**src/rtl/rv32i_pkg.sv**
```systemverilog
// ---------------------------------------------------------------------------
// rv32i_pkg
//   Shared RV32I decode constants and small opcode-classification helpers.
//   Contents:
//     OPC_*     7-bit major opcodes used by the decode/issue stage
//     NOP_INST  canonical bubble instruction (addi x0,x0,0)
//     uses_rs1 / uses_rs2 / writes_rd  opcode classification helpers
// ---------------------------------------------------------------------------
package rv32i_pkg;

    localparam logic [6:0] OPC_LOAD   = 7'b0000011;
    localparam logic [6:0] OPC_STORE  = 7'b0100011;
    localparam logic [6:0] OPC_BRANCH = 7'b1100011;
    localparam logic [6:0] OPC_JAL    = 7'b1101111;
    localparam logic [6:0] OPC_JALR   = 7'b1100111;
    localparam logic [6:0] OPC_LUI    = 7'b0110111;
    localparam logic [6:0] OPC_AUIPC  = 7'b0010111;
    localparam logic [6:0] OPC_OP     = 7'b0110011;
    localparam logic [6:0] OPC_OP_IMM = 7'b0010011;

    localparam logic [31:0] NOP_INST = 32'h00000013;

    // Only the U-type and JAL formats have no rs1 field; unknown opcodes are
    // treated as reading rs1 so hazard detection errs on the safe side.
    function automatic logic uses_rs1(input logic [6:0] opcode);
        return !(opcode == OPC_LUI || opcode == OPC_AUIPC || opcode == OPC_JAL);
    endfunction

    function automatic logic uses_rs2(input logic [6:0] opcode);
        return (opcode == OPC_OP || opcode == OPC_STORE || opcode == OPC_BRANCH);
    endfunction

    function automatic logic writes_rd(input logic [6:0] opcode);
        return (opcode == OPC_OP    || opcode == OPC_OP_IMM || opcode == OPC_LOAD ||
                opcode == OPC_JAL   || opcode == OPC_JALR   || opcode == OPC_LUI  ||
                opcode == OPC_AUIPC);
    endfunction

endpackage

```
**src/rtl/decode_issue_stage_imm_gen.sv**
```systemverilog
// ---------------------------------------------------------------------------
// imm_gen
//   Combinational RV32I immediate generator.
//   Ports:
//     inst  in  32  instruction word
//     imm   out 32  sign-extended immediate selected by opcode (0 if none)
// ---------------------------------------------------------------------------
module imm_gen
    import rv32i_pkg::*;
(
    input  logic [31:0] inst,
    output logic [31:0] imm
);

    // Pick the immediate format from the major opcode. B and J immediates
    // are halfword offsets, so their bit 0 is always zero.
    always_comb begin
        imm = '0;
        case (inst[6:0])
            OPC_OP_IMM, OPC_LOAD, OPC_JALR:
                imm = {{20{inst[31]}}, inst[31:20]};
            OPC_STORE:
                imm = {{20{inst[31]}}, inst[31:25], inst[11:7]};
            OPC_BRANCH:
                imm = {{19{inst[31]}}, inst[31], inst[7], inst[30:25], inst[11:8], 1'b0};
            OPC_LUI, OPC_AUIPC:
                imm = {inst[31:12], 12'b0};
            OPC_JAL:
                imm = {{11{inst[31]}}, inst[31], inst[19:12], inst[20], inst[30:21], 1'b0};
            default:
                imm = '0;
        endcase
    end

endmodule

```
**src/rtl/decode_issue_stage.sv**
```systemverilog
// ---------------------------------------------------------------------------
// decode_issue_stage
//   RV32I decode/issue stage: reads operands (with writeback bypass),
//   decodes the immediate and destination, detects load-use hazards and
//   loads the ID/EX pipeline register.
//   Ports:
//     clock, reset_n              clock, async active-low reset
//     id_valid, id_pc, id_inst    IF/ID register contents
//     rf_addr_rs1/2, rf_data_rs1/2  register-file read port
//     wb_we, wb_rd, wb_data       writeback port (bypassed into operands)
//     flush                       squash the instruction in ID
//     stall                       hold PC and IF/ID this cycle
//     ex_*                        ID/EX pipeline register
//     perf_stall_cnt              saturating count of load-use stall cycles
// ---------------------------------------------------------------------------
module decode_issue_stage
    import rv32i_pkg::*;
#(
    parameter logic [31:0] NOP_INST = rv32i_pkg::NOP_INST
) (
    input  logic        clock,
    input  logic        reset_n,
    input  logic        id_valid,
    input  logic [31:0] id_pc,
    input  logic [31:0] id_inst,
    output logic [4:0]  rf_addr_rs1,
    output logic [4:0]  rf_addr_rs2,
    input  logic [31:0] rf_data_rs1,
    input  logic [31:0] rf_data_rs2,
    input  logic        wb_we,
    input  logic [4:0]  wb_rd,
    input  logic [31:0] wb_data,
    input  logic        flush,
    output logic        stall,
    output logic        ex_valid,
    output logic [31:0] ex_pc,
    output logic [31:0] ex_inst,
    output logic [31:0] ex_rs1_data,
    output logic [31:0] ex_rs2_data,
    output logic [31:0] ex_imm,
    output logic [4:0]  ex_rd,
    output logic        ex_is_load,
    output logic [31:0] perf_stall_cnt
);

    logic [6:0]  opcode;
    logic [4:0]  rs1_addr;
    logic [4:0]  rs2_addr;
    logic [31:0] rs1_value;
    logic [31:0] rs2_value;
    logic [31:0] imm;
    logic        load_use_hazard;

    assign opcode      = id_inst[6:0];
    assign rs1_addr    = id_inst[19:15];
    assign rs2_addr    = id_inst[24:20];
    assign rf_addr_rs1 = rs1_addr;
    assign rf_addr_rs2 = rs2_addr;

    imm_gen u_imm_gen (
        .inst (id_inst),
        .imm  (imm)
    );

    // Operand read with writeback bypass: the register file is written at
    // the end of this cycle, so a same-cycle writeback to a source register
    // must be forwarded. x0 is hardwired to zero whatever the RF returns.
    always_comb begin
        rs1_value = rf_data_rs1;
        rs2_value = rf_data_rs2;
        if (rs1_addr == 5'd0) begin
            rs1_value = '0;
        end else if (wb_we && wb_rd == rs1_addr) begin
            rs1_value = wb_data;
        end
        if (rs2_addr == 5'd0) begin
            rs2_value = '0;
        end else if (wb_we && wb_rd == rs2_addr) begin
            rs2_value = wb_data;
        end
    end

    // A load in EX has no data until after MEM, so a dependent instruction
    // in ID must wait one cycle. A flush overrides the stall because the ID
    // instruction is being discarded anyway.
    always_comb begin
        load_use_hazard = 1'b0;
        if (id_valid && ex_valid && ex_is_load && ex_rd != 5'd0) begin
            load_use_hazard = (uses_rs1(opcode) && ex_rd == rs1_addr) ||
                              (uses_rs2(opcode) && ex_rd == rs2_addr);
        end
    end

    assign stall = load_use_hazard && !flush;

    // ID/EX register. Flush, stall and an empty IF/ID all insert a bubble;
    // stall already excludes flush, so one condition covers the priority.
    always_ff @(posedge clock or negedge reset_n) begin
        if (!reset_n) begin
            ex_valid    <= 1'b0;
            ex_pc       <= '0;
            ex_inst     <= NOP_INST;
            ex_rs1_data <= '0;
            ex_rs2_data <= '0;
            ex_imm      <= '0;
            ex_rd       <= '0;
            ex_is_load  <= 1'b0;
        end else if (flush || stall || !id_valid) begin
            ex_valid    <= 1'b0;
            ex_pc       <= '0;
            ex_inst     <= NOP_INST;
            ex_rs1_data <= '0;
            ex_rs2_data <= '0;
            ex_imm      <= '0;
            ex_rd       <= '0;
            ex_is_load  <= 1'b0;
        end else begin
            ex_valid    <= 1'b1;
            ex_pc       <= id_pc;
            ex_inst     <= id_inst;
            ex_rs1_data <= rs1_value;
            ex_rs2_data <= rs2_value;
            ex_imm      <= imm;
            ex_rd       <= writes_rd(opcode) ? id_inst[11:7] : 5'd0;
            ex_is_load  <= (opcode == OPC_LOAD);
        end
    end

    // Stall-cycle counter; it sticks at all-ones rather than wrapping so a
    // long run never reports a misleadingly small number.
    always_ff @(posedge clock or negedge reset_n) begin
        if (!reset_n) begin
            perf_stall_cnt <= '0;
        end else if (stall && perf_stall_cnt != 32'hFFFFFFFF) begin
            perf_stall_cnt <= perf_stall_cnt + 32'd1;
        end
    end

endmodule

```
**config.mk**
```make
export PLATFORM = sky130hd
export DESIGN_NAME = decode_issue_stage
export DESIGN_NICKNAME = d
export VERILOG_FILES = /design/src/rtl/rv32i_pkg.sv /design/src/rtl/decode_issue_stage_imm_gen.sv /design/src/rtl/decode_issue_stage.sv
export SDC_FILE = /design/constraint.sdc
export NUM_CORES = 1
export LEC_CHECK = 0
export ABC_AREA = 1
export CAP_MARGIN = 25
export CORE_AREA = 2 2 146 148
export CTS_CLUSTER_DIAMETER = 100
export DETAILED_ROUTE_END_ITERATION = 10
export DIE_AREA = 0 0 148 150
export GPL_ROUTABILITY_DRIVEN = 0
export PLACE_DENSITY = 0.87
export SLEW_MARGIN = 20
export SYNTH_ARGS = -nofsm -noshare
export SYNTH_HDL_FRONTEND = slang
export SYNTH_SLANG_ARGS = --single-unit
```
**constraint.sdc**
```tcl
create_clock -name clock -period 2.85 [get_ports clock]
set_input_delay 0.4275 -clock clock [delete_from_list [all_inputs] [get_ports clock]]
set_output_delay 0.4275 -clock clock [all_outputs]
set_load 0.02 [all_outputs]
```
[Word level (Yosys, flattened, before mapping)]
Index checks and enable logic that the tools add are counted.
Storage, ports and cells
  register bits: 199
  latch bits: 0
  bits in writable memories: 0
  memory bits (read-only): 0
  bits of input ports: 170
  memories: 0
Cells by class
  $add $sub $neg: 1
  multiply operators: 0
  divide/modulo/power cells: 0
  $lt $le $gt $ge: 0
  eq/ne operators: 14
  shift operators: 0
  muxes and demuxes: 15
  bitwise gates (word level): 0
  reductions and logical operators: 30
Operators with widths (number)
  two-way mux 32 bit: 9
  one-hot mux 32 bit (5 select lines): 1
  adder 32 x 1 -> 32 bit, second input constant: 1
  != test 32 bit, second input constant: 1
  == test 7 x 6 -> 1 bit, second input constant: 3
  == test 7 bit, second input constant: 3
  == test 5 bit: 4
  == test 7 x 5 -> 1 bit, second input constant: 2
  logical OR 1 bit: 13
  logical NOT 5 bit: 2
  two-way mux 5 bit: 2
  logical AND 1 bit: 9
  == test 7 x 2 -> 1 bit, second input constant: 1
  nonzero test 5 bit: 1
  logical NOT 1 bit: 3
  two-way mux 1 bit: 3
  OR reduction 3 bit: 1
  OR reduction 2 bit: 1

[Longest topological paths before layout]
  depth after elaboration: 11
  gate-level depth with buffers: 13
  gate-level depth less buffers: 12

[Cells and area by module]
A second synthesis with hierarchy kept.
Second synthesis, totals
  cell total of the unflattened synthesis: 1250
  area, all modules: 9895.7 µm²
Modules (own cells, without submodules)
  decode_issue_stage: times used 1, cells each 1087, area each 9136.3 µm²
  imm_gen: times used 1, cells each 163, area each 759.5 µm²

[Worst setup path before layout]
No wires, ideal clock.
  kind: register -> register
  from: register perf_stall_cnt[1]
  to: register perf_stall_cnt[21]
  arrival time: 1.828 ns
  required time: 2.785 ns
  path slack: 0.956 ns
  stages on the path, launching flop included: 11
  buffers on the path: 1
  period minus slack after synthesis: 1.894 ns
  path through: dfrtp_1 ha_1 nand3_1 inv_2 nand2_1 nor2_1 nand3_1 nand4_1 buf_2 nand2_1 nand2_1
On the way
  longest elaborated chain between the ends: 2
Ends and longest elaborated chain
  start: declaration: line decode_issue_stage.sv:43  | output logic [31:0] perf_stall_cnt
  start signal: assignment: line decode_issue_stage.sv:135  | perf_stall_cnt <= perf_stall_cnt + 32'd1;
  branches (longest 2 deep; another with adder 32 x 1 -> 32 bit)
Several ways; the timed one is not identified.
A chain may end at the register's enable or synchronous reset.

[Final worst setup path]
  from: register ex_rd[2]
  to: output stall
On the way
  longest elaborated chain between the ends: 5
Ends and longest elaborated chain
  start: declaration: line decode_issue_stage.sv:41  | output logic [4:0] ex_rd,
  start signal: assignment: line decode_issue_stage.sv:124  | ex_rd <= writes_rd(opcode) ? id_inst[11:7] : 5'd0;
  == test 5 bit (on tied branches): line decode_issue_stage.sv:89, decode_issue_stage.sv:90
  logical AND 1 bit (on tied branches): line decode_issue_stage.sv:89, decode_issue_stage.sv:90
  logical OR 1 bit: line decode_issue_stage.sv:89  | load_use_hazard = (uses_rs1(opcode) && ex_rd == rs1_addr) ||
  two-way mux 1 bit *: line decode_issue_stage.sv:88  | if (id_valid && ex_valid && ex_is_load && ex_rd != 5'd0) begin
  logical AND 1 bit *: line decode_issue_stage.sv:94  | assign stall = load_use_hazard && !flush;
  end: declaration: line decode_issue_stage.sv:34  | output logic stall,
Mark *: on every way between the ends. The rest lies on a longest branch, timed or not.

==> flow_summary_export.csv <==
group,metric,value,unit
outcome,status,"finished with violations",
outcome,violations,"negative hold slack",
critical_path,crit_chain,"xnor2_1 > nand2_1 > nor2_1 > nand3_1 > nand2_1 > nand3_1 > inv_1 > dlygate4sd2_1",
clock_network,post_cts_buffers,0,
route,dr.pass1.iters,5,
timing,relSlewSlack,0.577,
job,max_cap_violations,0,
synth,yosysTopAreaCellShare,0.542,
placement,dpl.hpwl,22.5,mm
finish,nFillCells,1590,
route,wl,29.2,mm
clock_network,cts_sinks,199,
timing,worstMarginPinSlew,0.635,ns
synth,syn-instance-count,1069,
timing,worst_slack,0.193,ns
finish,synthToLayoutAreaGrowth,52.9,%
synth,synth_edf_count,0,
synth,yosysUniqueCellTypes,30,
critical_path,worstSetupStartpointType,"flip-flop",
critical_path,crit_type,"flip-flop to output pin",
floorplan,die_w,148,um
floorplan,ios,380,
route,viasPerCell,5.02,
route,vias,8754,
critical_path,cp.arrival,2.23,ns
finish,drive_gt1_frac,0.0674,
placement,dpl_worst_slack,0.00610,ns
clock_network,clk_path_buf_depth,2,
route,drc_errors,0,
timing,rsz0062_at_grt,"false",
floorplan,die_h,150,um
timing,clock_skew,0.0142,ns
clock_network,clk_latency,0.43,ns
synth,ys_ff_latch,199,
timing,finalSetupViolCount,0,
synth,avgSynthCellArea,8.46,um^2
global_route,grt_pass1_vias,8617,
timing,max_freq,376,MHz
synth,syn-cell-area,9040,um^2
synth,yosysTopAreaCell,"dfrtp_1",
synth,async_flop_share,1.00,
timing,hold_viol,17,
global_route,antenna_found_initial,0,
floorplan,num_rows,53,
route,drt_first_iter_violations,523,
timing,fin_crit_sh,0.932,
timing,final_max_slew_viol_count,0,
critical_path,end_kind,"output pin",
finish,num_antenna_cells,0,
placement,port-buffer-count,379,
critical_path,cp_max_fo,4,
critical_path,crit_required,2.42,ns
timing,holdWs,-0.00778,ns
clock_network,clockRootBuffer,"clkbuf_16",
floorplan,dieArea,22200,um^2
finish,stdcell_area,13800,um^2
critical_path,slowest_stage,"dfrtp_1",
clock_network,numCtsBuffers,17,
global_route,grt_use_total,0.263,
synth,synth_seq_area_share,0.551,
placement,placed_area,13200,um^2
power_and_ir_drop,peakVddDrop,0.386,mV
clock_network,hold_buffers,0,
floorplan,core_area,20700,um^2
synth,ys_warn_count,0,
global_route,grt_max_degree,69,
floorplan,start_util,0.437,
clock_network,htree_levels,4,
synth,yosys_most_used_dff,"dfrtp_1",
finish,nNetsFinal,1626,
synth,synth.area.top_cells,"dfrtp_1 54%, nand2_1 11%, nor2_1 7.2%, inv_1 6.4%, o211ai_1 5.4%",
timing,finalSetupTns,0,ns
timing,period_needed,2.66,ns
power_and_ir_drop,leakage,6.78,nW
global_route,grt_pass1_wl,45.3,mm
synth,synth_fp_nets,1240,
clock_network,cts.clk_slew.worst_paths,0.08,ns
critical_path,cp_slowest_stage_delay,0.49,ns
route,avgRoutedWirePerCell,16.8,um
power_and_ir_drop,powerDensity,451,nW/um^2
global_route,grt_overflow_total,0,
route,final_antenna_net_count,0,
min_path,hold_class,"input pin to async pin",
clock_network,cts_tree,"built",
cells by family (layout without fill, tap and decap cells):
family	count (synthesis)	after routing	share of synthesized area
flops	199	199	0.551
compound gates	118	118	0.0862
simple gates	502	502	0.225
fa+ha+maj	1	1	0.00138
buf+inv	214	613	0.102
xor+xnor	35	35	0.0339
final timing paths:
path	from	end	slack (ns)	cells after the start
min in group clock	id_pc[30]	ex_pc[30]	0.50	3
hold reg to reg	perf_stall_cnt[31]	perf_stall_cnt[31]	0.56	2
setup reg to reg	perf_stall_cnt[1]	perf_stall_cnt[24]	0.54	10
setup / recovery	ex_rd[2]	stall	0.19	8
max in group asynchronous	reset_n	ex_inst[0]	2.02	2
hold / removal	reset_n	perf_stall_cnt[22]	-0.008	1
power by group:
group	switching (mW)	internal, mW	total, mW	leakage, nW
registers	0.0222	2.90	2.92	2.70
logic	0.460	0.462	0.922	3.79
clock network	1.21	1.18	2.39	0.287
total	1.70	4.54	6.24	6.78
per-stage QoR:
step	power, mW	hold slack, ns	util	instances
after floorplan	3.32	0.132	-	1069
after global placement	3.88	0.461	0.640	1711
after detailed placement	3.90	0.474	0.640	1711
after CTS	6.29	0.00424	0.668	1743
after global routing	6.48	0.0203	0.668	1743
final	6.24	-0.00778	0.668	1743
cells in the mapped netlist (3+ instances only):
library cell	number
xnor2_1	16
a22oi_1	4
o211ai_1	65
nand2_1	259
buf_6	9
nor2_1	173
buf_2	10
dfrtp_1	196
clkbuf_1	24
a21oi_1	34
o22ai_1	7
inv_1	155
nand3_1	23
inv_2	5
nor3_1	17
dfstp_2	3
buf_4	11
xor2_1	19
nor2_2	9
a31oi_1	4
nand4_1	13
sequential cells by signal, indices dropped and copies added, names as in the netlist:
register / cells
ex_imm: 32
ex_inst: 32
ex_is_load: 1
ex_pc: 32
ex_rd: 5
ex_rs1_data: 32
ex_rs2_data: 32
ex_valid: 1
perf_stall_cnt: 32
cell type report:
| type | count | area (um^2) | area share |
|---|---|---|---|
| tap | 275 | 344 | 0.0249 |
| clock inverter | 14 | 154 | 0.0111 |
| inverter | 160 | 601 | 0.0434 |
| multi-input combinational | 656 | 3140 | 0.227 |
| clock buffer | 18 | 429 | 0.0310 |
| sequential | 199 | 4980 | 0.360 |
| timing repair buffer | 421 | 4170 | 0.302 |
placed cells by master, fill, tap and decap left out, types with 4 or more instances in the layout:
cell             synthesis  final
inv_1                  155    155
buf_12                   0      5
clkbuf_16                0     17
nor2_2                   9      9
a22oi_1                  4      4
o211ai_1                65     65
clkdlybuf4s50_1          0    377
o22ai_1                  7      7
nand3_1                 23     21
nor3_1                  17     17
inv_2                    5      5
nor2_1                 173    173
xnor2_1                 16     16
nand2_1                259    259
a21oi_1                 34     34
buf_4                   11     37
nand4_1                 13     13
dfrtp_1                196    196
inv_8                    0      5
xor2_1                  19     19
a31oi_1                  4      4
routing by layer:
layer | wire length [um] | global-route usage
met1 | 10600 | 0.299
met2 | 14400 | 0.449
met3 | 3060 | 0.0933
met4 | 1180 | 0.113
met5 | 0 | 0
critical path: cells and delay by family, from the launching register on:
kind | cells | cell delay [ns]
flops | 1 | 0.49
xor+xnor | 1 | 0.20
simple gates | 5 | 0.68
buf+inv | 2 | 0.43
repair_timing:
item | CTS | global route
resized for setup | 1 | 0
endpoints found under the setup margin | 1 | 0
hold endpoints to repair | 0 | 0
(Power assumes the default switching activity.)
